===== src/rtl/psum_acc_pkg.sv =====
// psum_acc_pkg: shared types and arithmetic helpers for the partial-sum accumulator
package psum_acc_pkg;
  typedef enum logic [1:0] {IDLE, ACCUM, WAIT_OUT} state_e;
  localparam int LANES = 4;
  localparam int MAX_W = 128;
  function automatic int psum_w(input int col_width);
    return col_width * LANES;
  endfunction
  // Returns {clamped, value}: a+b clamped to the signed range of w bits (w < MAX_W).
  function automatic logic [MAX_W:0] sat_add(input logic signed [MAX_W-1:0] a,
                                             input logic signed [MAX_W-1:0] b,
                                             input int unsigned w);
    logic signed [MAX_W-1:0] s, hi, lo;
    s  = a + b;
    hi = (MAX_W'(1) << (w - 1)) - MAX_W'(1);
    lo = ~hi;
    return s > hi ? {1'b1, hi} : s < lo ? {1'b1, lo} : {1'b0, s};
  endfunction
endpackage


===== src/rtl/psum_sat_add.sv =====
// psum_sat_add: one column of sign-extend, add and clamp with a clamp flag
module psum_sat_add
  import psum_acc_pkg::*;
#(
  parameter int PSUM_W = 52,
  parameter int ACC_W  = 64
) (
  input  logic [ACC_W-1:0]  acc,
  input  logic [PSUM_W-1:0] psum,
  output logic [ACC_W-1:0]  sum,
  output logic              clamp
);
  logic [MAX_W:0] r;
  logic           unused_hi;
  // Widen both operands to the package width so the add itself cannot wrap
  always_comb begin
    r         = sat_add({{(MAX_W-ACC_W){acc[ACC_W-1]}}, acc},
                        {{(MAX_W-PSUM_W){psum[PSUM_W-1]}}, psum}, ACC_W);
    sum       = r[ACC_W-1:0];
    clamp     = r[MAX_W];
    unused_hi = ^r[MAX_W-1:ACC_W];
  end
endmodule


===== src/rtl/psum_accumulator.sv =====
// psum_accumulator: multi-pass column partial-sum accumulator with a double-buffered valid/ready result
module psum_accumulator
  import psum_acc_pkg::*;
#(
  parameter int COL_WIDTH  = 13,
  parameter int ARRAY_SIZE = 8,
  parameter int ACC_WIDTH  = 64
) (
  input  logic                             clk,
  input  logic                             rst,
  input  logic                             start,
  input  logic [7:0]                       pass_count,
  input  logic                             psum_valid,
  input  logic [ARRAY_SIZE*COL_WIDTH*4-1:0] psums,
  output logic                             busy,
  output logic                             out_valid,
  input  logic                             out_ready,
  output logic [ARRAY_SIZE*ACC_WIDTH-1:0]  out_data,
  output logic [ARRAY_SIZE-1:0]            out_sat,
  output logic                             overrun
);
  localparam int PW = psum_w(COL_WIDTH);
  localparam int VW = ARRAY_SIZE * ACC_WIDTH;
  state_e               state_q, state_d;
  logic [7:0]           rem_q, rem_d;
  logic [VW-1:0]        acc_q, acc_d, sum, out_data_q, out_data_d;
  logic [ARRAY_SIZE-1:0] sat_q, sat_d, clamp, out_sat_q, out_sat_d;
  logic                 out_valid_q, out_valid_d, overrun_q, overrun_d;
  logic                 out_free, take, last, start_ok, transfer;
  for (genvar c = 0; c < ARRAY_SIZE; c++) begin : g_col
    psum_sat_add #(.PSUM_W(PW), .ACC_W(ACC_WIDTH)) u_add (
      .acc   (acc_q[c*ACC_WIDTH +: ACC_WIDTH]),
      .psum  (psums[c*PW +: PW]),
      .sum   (sum[c*ACC_WIDTH +: ACC_WIDTH]),
      .clamp (clamp[c])
    );
  end
  // Control strobes shared by the FSM and the datapath
  always_comb begin
    out_free = !out_valid_q || out_ready;
    take     = state_q == ACCUM && psum_valid;
    last     = take && rem_q == 8'd1;
    start_ok = state_q == IDLE && start && pass_count != 8'd0;
    transfer = state_q == WAIT_OUT && out_free;
  end
  // State register
  always_ff @(posedge clk or posedge rst)
    if (rst) state_q <= IDLE;
    else state_q <= state_d;
  // Next state: a final vector with a busy output register parks the result in WAIT_OUT
  always_comb
    state_d = start_ok ? ACCUM :
              last     ? (out_free ? IDLE : WAIT_OUT) :
              transfer ? IDLE : state_q;
  // FSM outputs
  always_comb busy = state_q != IDLE;
  // Datapath next values: accumulator bank, pass counter, output register, overrun
  always_comb begin
    rem_d       = start_ok ? pass_count : take ? rem_q - 8'd1 : rem_q;
    acc_d       = start_ok ? '0 : take ? sum : acc_q;
    sat_d       = start_ok ? '0 : take ? sat_q | clamp : sat_q;
    out_valid_d = (last && out_free) || transfer ? 1'b1 : out_valid_q && !out_ready;
    out_data_d  = last && out_free ? sum : transfer ? acc_q : out_data_q;
    out_sat_d   = last && out_free ? sat_q | clamp : transfer ? sat_q : out_sat_q;
    overrun_d   = state_q == WAIT_OUT && psum_valid;
  end
  // Datapath registers
  always_ff @(posedge clk or posedge rst)
    if (rst) begin
      rem_q       <= '0;
      acc_q       <= '0;
      sat_q       <= '0;
      out_valid_q <= 1'b0;
      out_data_q  <= '0;
      out_sat_q   <= '0;
      overrun_q   <= 1'b0;
    end else begin
      rem_q       <= rem_d;
      acc_q       <= acc_d;
      sat_q       <= sat_d;
      out_valid_q <= out_valid_d;
      out_data_q  <= out_data_d;
      out_sat_q   <= out_sat_d;
      overrun_q   <= overrun_d;
    end
  assign out_valid = out_valid_q;
  assign out_data  = out_data_q;
  assign out_sat   = out_sat_q;
  assign overrun   = overrun_q;
endmodule

===== config.mk =====
export PLATFORM = sky130hd
export DESIGN_NAME = psum_accumulator
export DESIGN_NICKNAME = d
export VERILOG_FILES = /design/src/rtl/psum_acc_pkg.sv /design/src/rtl/psum_sat_add.sv /design/src/rtl/psum_accumulator.sv
export SDC_FILE = /design/constraint.sdc
export NUM_CORES = 2
export LEC_CHECK = 0
export ABC_CLOCK_PERIOD_IN_PS = 85600
export BUFFER_PORTS_ARGS = -buffer_cell sky130_fd_sc_hd__buf_2
export CAP_MARGIN = 0
export CORE_ASPECT_RATIO = 1.25
export CORE_MARGIN = 3
export CORE_UTILIZATION = 23
export DETAILED_ROUTE_END_ITERATION = 8
export SLEW_MARGIN = 15
export SYNTH_ARGS = -nofsm -noshare
export SYNTH_HDL_FRONTEND = slang
export SYNTH_HIERARCHICAL = 1
export SYNTH_SLANG_ARGS = --single-unit

===== constraint.sdc =====
create_clock -name clk -period 85.6 [get_ports clk]
set_clock_uncertainty 0.15 [all_clocks]
set_input_delay 25.68 -clock clk [delete_from_list [all_inputs] [get_ports clk]]
set_output_delay 25.68 -clock clk [all_outputs]
set_load 0.02 [all_outputs]

* Word level (Yosys, flattened, before mapping)
Cells that the tools add are included.
Word-level totals: bits in registers 1052, input bits 429, output and inout bits 523, logic and storage cells 86
Cells by class: $add $sub $neg 9, $lt $le $gt $ge 16, equality and inequality tests 3, multiplexer cells 31, bitwise operators 1, reduce and logical (&&, ||, !) cells 18
Operators by type and width (number):
- two-way mux 129 bit | 16
- two-way mux 512 bit | 4
- greater-than comparator 128 x 64 -> 1 bit (second input constant) | 8
- less-than comparator 128 x 64 -> 1 bit (second input constant) | 8
- adder 64 x 52 -> 65 bit | 8
- two-way mux 8 bit | 6
- == test 8 x 1 -> 1 bit (second input constant) | 1
- logical AND 1 bit | 8
- two-way mux 2 bit | 4
- bitwise OR 8 bit | 1
- nonzero test 8 bit | 1
- subtractor 8 x 1 -> 8 bit (second input constant) | 1
- nonzero test 2 bit | 3
- nonzero test 3 bit | 1
- == test 2 x 1 -> 1 bit (second input constant) | 1
- == test 2 bit (second input constant) | 1
- zero test 1 bit | 2
- zero test 2 bit | 1
- logical OR 1 bit | 2
- two-way mux 1 bit | 1

* Longest topological paths before layout
depth after elaboration 7, mapped depth 17, depth with buffers taken out 15

* Modules after synthesis
Netlist, hierarchy kept.
Modules (own cells, without submodules):
- psum_accumulator | instances 1, cells each 3493, area each 41200.8 um^2
- psum_sat_add (g_col[1].u_add ...) | instances 5, cells each 683, area each 4385.5 um^2
- psum_sat_add (g_col[6].u_add ...) | instances 2, cells each 671, area each 4418.0 um^2
- psum_sat_add (g_col[0].u_add) | instances 1, cells each 691, area each 4703.3 um^2

* Worst setup path before layout
OpenSTA, ideal clock, no wires.
path kind input-to-reg, start in psums[52], end reg out_data_q[122] (netlist: out_data[122]), setup time 0.130 ns, arrival time 28.682 ns, required time 85.320 ns, setup slack 56.638 ns, stages 15, cell sequence ha_1 inv_1 fa_1 nor2b_1 o2111ai_1 a2111oi_0 nor3_1 a21oi_1 o311ai_1 a2111oi_1 o21ai_0 nor4_1 o31ai_1 a22oi_1 o21ai_0
On the way: word-level cells in the longest chain between the ends 5, elaborated cells on any way between the ends 6
Ends and longest elaborated chain:
- start, declared | line psum_accumulator.sv:14 | input logic [ARRAY_SIZE*COL_WIDTH*4-1:0] psums,
- adder 64 x 52 -> 65 bit * | line psum_acc_pkg.sv:14 | s = a + b;
- less-than comparator 128 x 64 -> 1 bit | line psum_acc_pkg.sv:17 | return s > hi ? {1'b1, hi} : s < lo ? {1'b1, lo} : {1'b0, s};
- two-way mux 129 bit | line psum_acc_pkg.sv:17
- two-way mux 129 bit * | line psum_acc_pkg.sv:17
- via sum[122] | line psum_accumulator.sv:26 | logic [VW-1:0] acc_q, acc_d, sum, out_data_q, out_data_d;
- two-way mux 512 bit * | line psum_accumulator.sv:63 | out_data_d = last && out_free ? sum : transfer ? acc_q : out_data_q;
- end signal, assigned | line psum_accumulator.sv:82 | out_data_q <= out_data_d;
- end, declared | line psum_accumulator.sv:26
Mark *: on every way through the listed nets, which the timed path passes. The rest lies on a longest branch. A chain may end at the register's enable or synchronous reset.

==> impl_results.md <==
- Run status: completed
- Crit start category: input port
- Top cell type by total area after synthesis: dfrtp_1
- GRT overflow: 0
- R2R Path Start: state_q[1]$_DFFE_PP0P_
- Worst endpoint required time: 86.20 ns
- Gates resized, CTS repair: 0
- Avg WL per Cell: 22.1 um
- Worst r2r dst: out_data[218]$_DFFE_PP0P_
- Core area: 0.331 mm2
- Clk sink count: 1052
- Critical path's slowest cell: buf_4
- Row count: 236
- Max-cap violation count: 0
- Clock root buffer: clkbuf_16
- Grt met2 use: 29.9%
- Worst IR Drop VDD: 0.0000239 V
- Total Wirelength: 311000 um
- Final worst path period share: 36.8%
- Iteration-0 DRC Markers: 5151
- Storage element area: 0.0263 mm2
- Post-Layout Cell Count: 14100
- Layout cells sized above 1: 14.4%
- Post-DP Area: 0.0847 mm2
- Syn nets: 9892
- Hold_buf cts: 0
- Post-synth EDFFs: 0
- Clock transition at path regs: 0.06 ns
- Post-DP HPWL: 235000 um
- RD Place Congestion: 0.947
- Die Span Y: 652 um
- M1 GR Usage: 20.7%
- Starting density of the core: 23.1%
- Synth cell types: 99
- Setup_tns: 0 ns
- Max FO, Critical Path: 74
- Antenna violations before repair: 76
- Fmax: 31.8 MHz
- Primary FF master, synth: dfrtp_1
- CTS Buffer Depth: 4
- GRT busiest layer: met2
- Met3 usage: 3.34%
- Ys Warns: 6
- DRC Markers: 0
- Worst r2r path cells: 8
- CP delay by family, top: buffers and inverters
- Largest net degree at the start of global routing: 171
- Clock H-tree levels: 4
- Routed Antenna Nets: 0
- Gr usage total: 17.4%
- Hold WS: 0.342 ns
- 1st-pass router iterations: 6
- P per Cell Area: 46.9 mW/mm2
- Hold crit path type: flip-flop to flip-flop
- WP data arrival: 32.08 ns
- Worst slew margin: 18.4%
- DR vias/cell: 5.18
- Setup bufs post-CTS: 0
- Asr flop ratio synth: 100%
- Flops & latches, synth: 1052
- Num CTS Buffers: 135
- Via count: 72900
- PortBufs: 951
- Final WS setup: 54.12 ns
- CTS tree: yes
- Critical path's largest stage delay: 0.77 ns
- Most used cell, CP: buf_4
- Skew-Pair Late Insertion Delay: 0.79 ns
- Leak: 39.0 nW
- Worst Setup End Kind: asynchronous set/reset pin
- Mean Syn Cell Area: 8.57 um2
- Register area share after synthesis: 34.3%
- WP depth: 10
- First-pass GRT wire length: 461000 um
- Final Critical Period: 31.48 ns
- Pre-CTS setup slack: 52.94 ns
- Cells after Synth: 8941
- Cell Area, Synth: 0.0767 mm2
- # placed instances: 13800
- Crit-path cells: buf_2 -> inv_8 -> buf_4 -> buf_4 -> buf_4 -> buf_4 -> buf_4 -> buf_4 -> buf_4 -> buf_4
- Layout Nets: 10500
- Final core occ: 27.0%
- Worst slew pin tran: 1.22 ns
- Area of the multi-input gates: 0.0449 mm2
- Vias in the first global route: 71400
- Pins over their slew limit: 0
- Final Hold Vio Count: 0
- Total power: 4.20 mW
- Post-route cell area: 0.0895 mm2
- Crit path kind: input port to asynchronous set/reset pin
- Critical path buffer and inverter count: 10
- Die area: 0.340 mm2
- Worst setup path start: rst
- Die width: 522 um
- Io pins: 952
- Critical Path Sink: acc_q[236]$_DFFE_PP0P_
- Area share of the largest cell type after synthesis: 34.3%
- Synth top area cells: dfrtp_1, ha_1, o21ai_0, a22o_1, a21oi_1
- Final setup fails: 0
- Area Growth Syn to Fin: 16.7%
- RSZ-0062 raised after global routing: false
- Fill count: 36000
- Worst R2R Setup Slack: 79.82 ns
## worst reg2reg max path, stage by stage, from the launching register on
cell and delay [ns]:
dfrtp_1 0.47, and3b_4 0.67, buf_4 0.77, and4_4 0.56, buf_4 0.62, buf_12 0.54
buf_4 1.26, a22oi_1 0.48, o21ai_0 0.18
## registers in the layout (all words and copies together) (netlist names)
signal     count
acc_q        512
out_data     512
out_sat        8
rem_q          8
sat_q          8
state_q        2
out_valid      1
overrun        1
## report_power, final
group | switching, mW | total (mW) | internal (mW)
clock network | 0.248 | 0.608 | 0.360
registers | 0.212 | 0.958 | 0.745
logic | 1.67 | 2.63 | 0.963
## metal layers
metal,wire [um],share of wire [%],vias up
met5,223,0.072,-
met4,15200,4.9,34
met3,19100,6.2,560
met2,151000,49,2283
met1,125000,40,35800
li1,-,-,34200
## synth_stat cells (all sizes together), types with 17 or more instances
library cell	count
nand3	123
nand4	177
and2	48
o211ai	62
o31ai	42
maj3	17
inv	722
a211oi	56
o2111ai	19
ha	514
or3	47
a21o	174
nor4	36
a22o	525
a221o	18
clkbuf	336
xnor2	297
nor2	317
a21oi	899
dfrtp	1052
o21bai	133
o21a	28
buf	259
nand2	536
a22oi	524
xor2	180
o21ai	1174
and4	33
nand2b	67
nor3	109
a21boi	35
a31oi	70
o221ai	17
and3	24
nor2b	57
## cell type report
class                           count  area share [%]
Antenna cell                       61           0.171
Clock buffer                      184            4.36
Clock inverter                     53           0.797
Inverter                          722            3.04
Multi-Input combinational cell   6572            50.1
Sequential cell                  1052            29.4
Tap cell                         4403            6.16
Timing Repair Buffer             1016            5.95
## cell usage in the layout, fill, tap and decap left out, types with 310 or more instances in the layout
| master | synthesis | final |
|---|---|---|
| a22o_1 | 525 | 525 |
| dfrtp_1 | 1052 | 1052 |
| buf_2 | 192 | 951 |
| a21oi_1 | 844 | 844 |
| o21ai_0 | 954 | 954 |
| nor2_1 | 312 | 310 |
| ha_1 | 514 | 514 |
| nand2_1 | 531 | 530 |
| a22oi_1 | 524 | 524 |
| inv_1 | 722 | 721 |
## cells by family (layout without fill, tap and decap cells)
kind of cell	Yosys count	count (layout)	synth area share (%)
buf+inv	1317	1975	7.29
fa+ha+maj	539	539	8.82
compound gates	3933	3933	33.5
flops	1052	1052	34.3
simple gates	1623	1623	10.4
xor+xnor	477	477	5.60
other cells	0	61	0
## how the worst min path moves through the flow
stage | from | end | slack, ns | depth (start not counted)
6_report | sat_q[4]$_DFFE_PP0P_ | sat_q[4]$_DFFE_PP0P_ | 0.34 | 2
5_1_grt | sat_q[5]$_DFFE_PP0P_ | sat_q[5]$_DFFE_PP0P_ | 0.37 | 2
4_1_cts | sat_q[4]$_DFFE_PP0P_ | sat_q[4]$_DFFE_PP0P_ | 0.35 | 2
3_5_place_dp | sat_q[4]$_DFFE_PP0P_ | sat_q[4]$_DFFE_PP0P_ | 0.33 | 2
3_3_place_gp | sat_q[2]$_DFFE_PP0P_ | sat_q[2]$_DFFE_PP0P_ | 0.33 | 2
2_1_floorplan | sat_q[0]$_DFFE_PP0P_ | sat_q[0]$_DFFE_PP0P_ | 0.31 | 2
No activity file was read; power rests on OpenSTA's default activity.
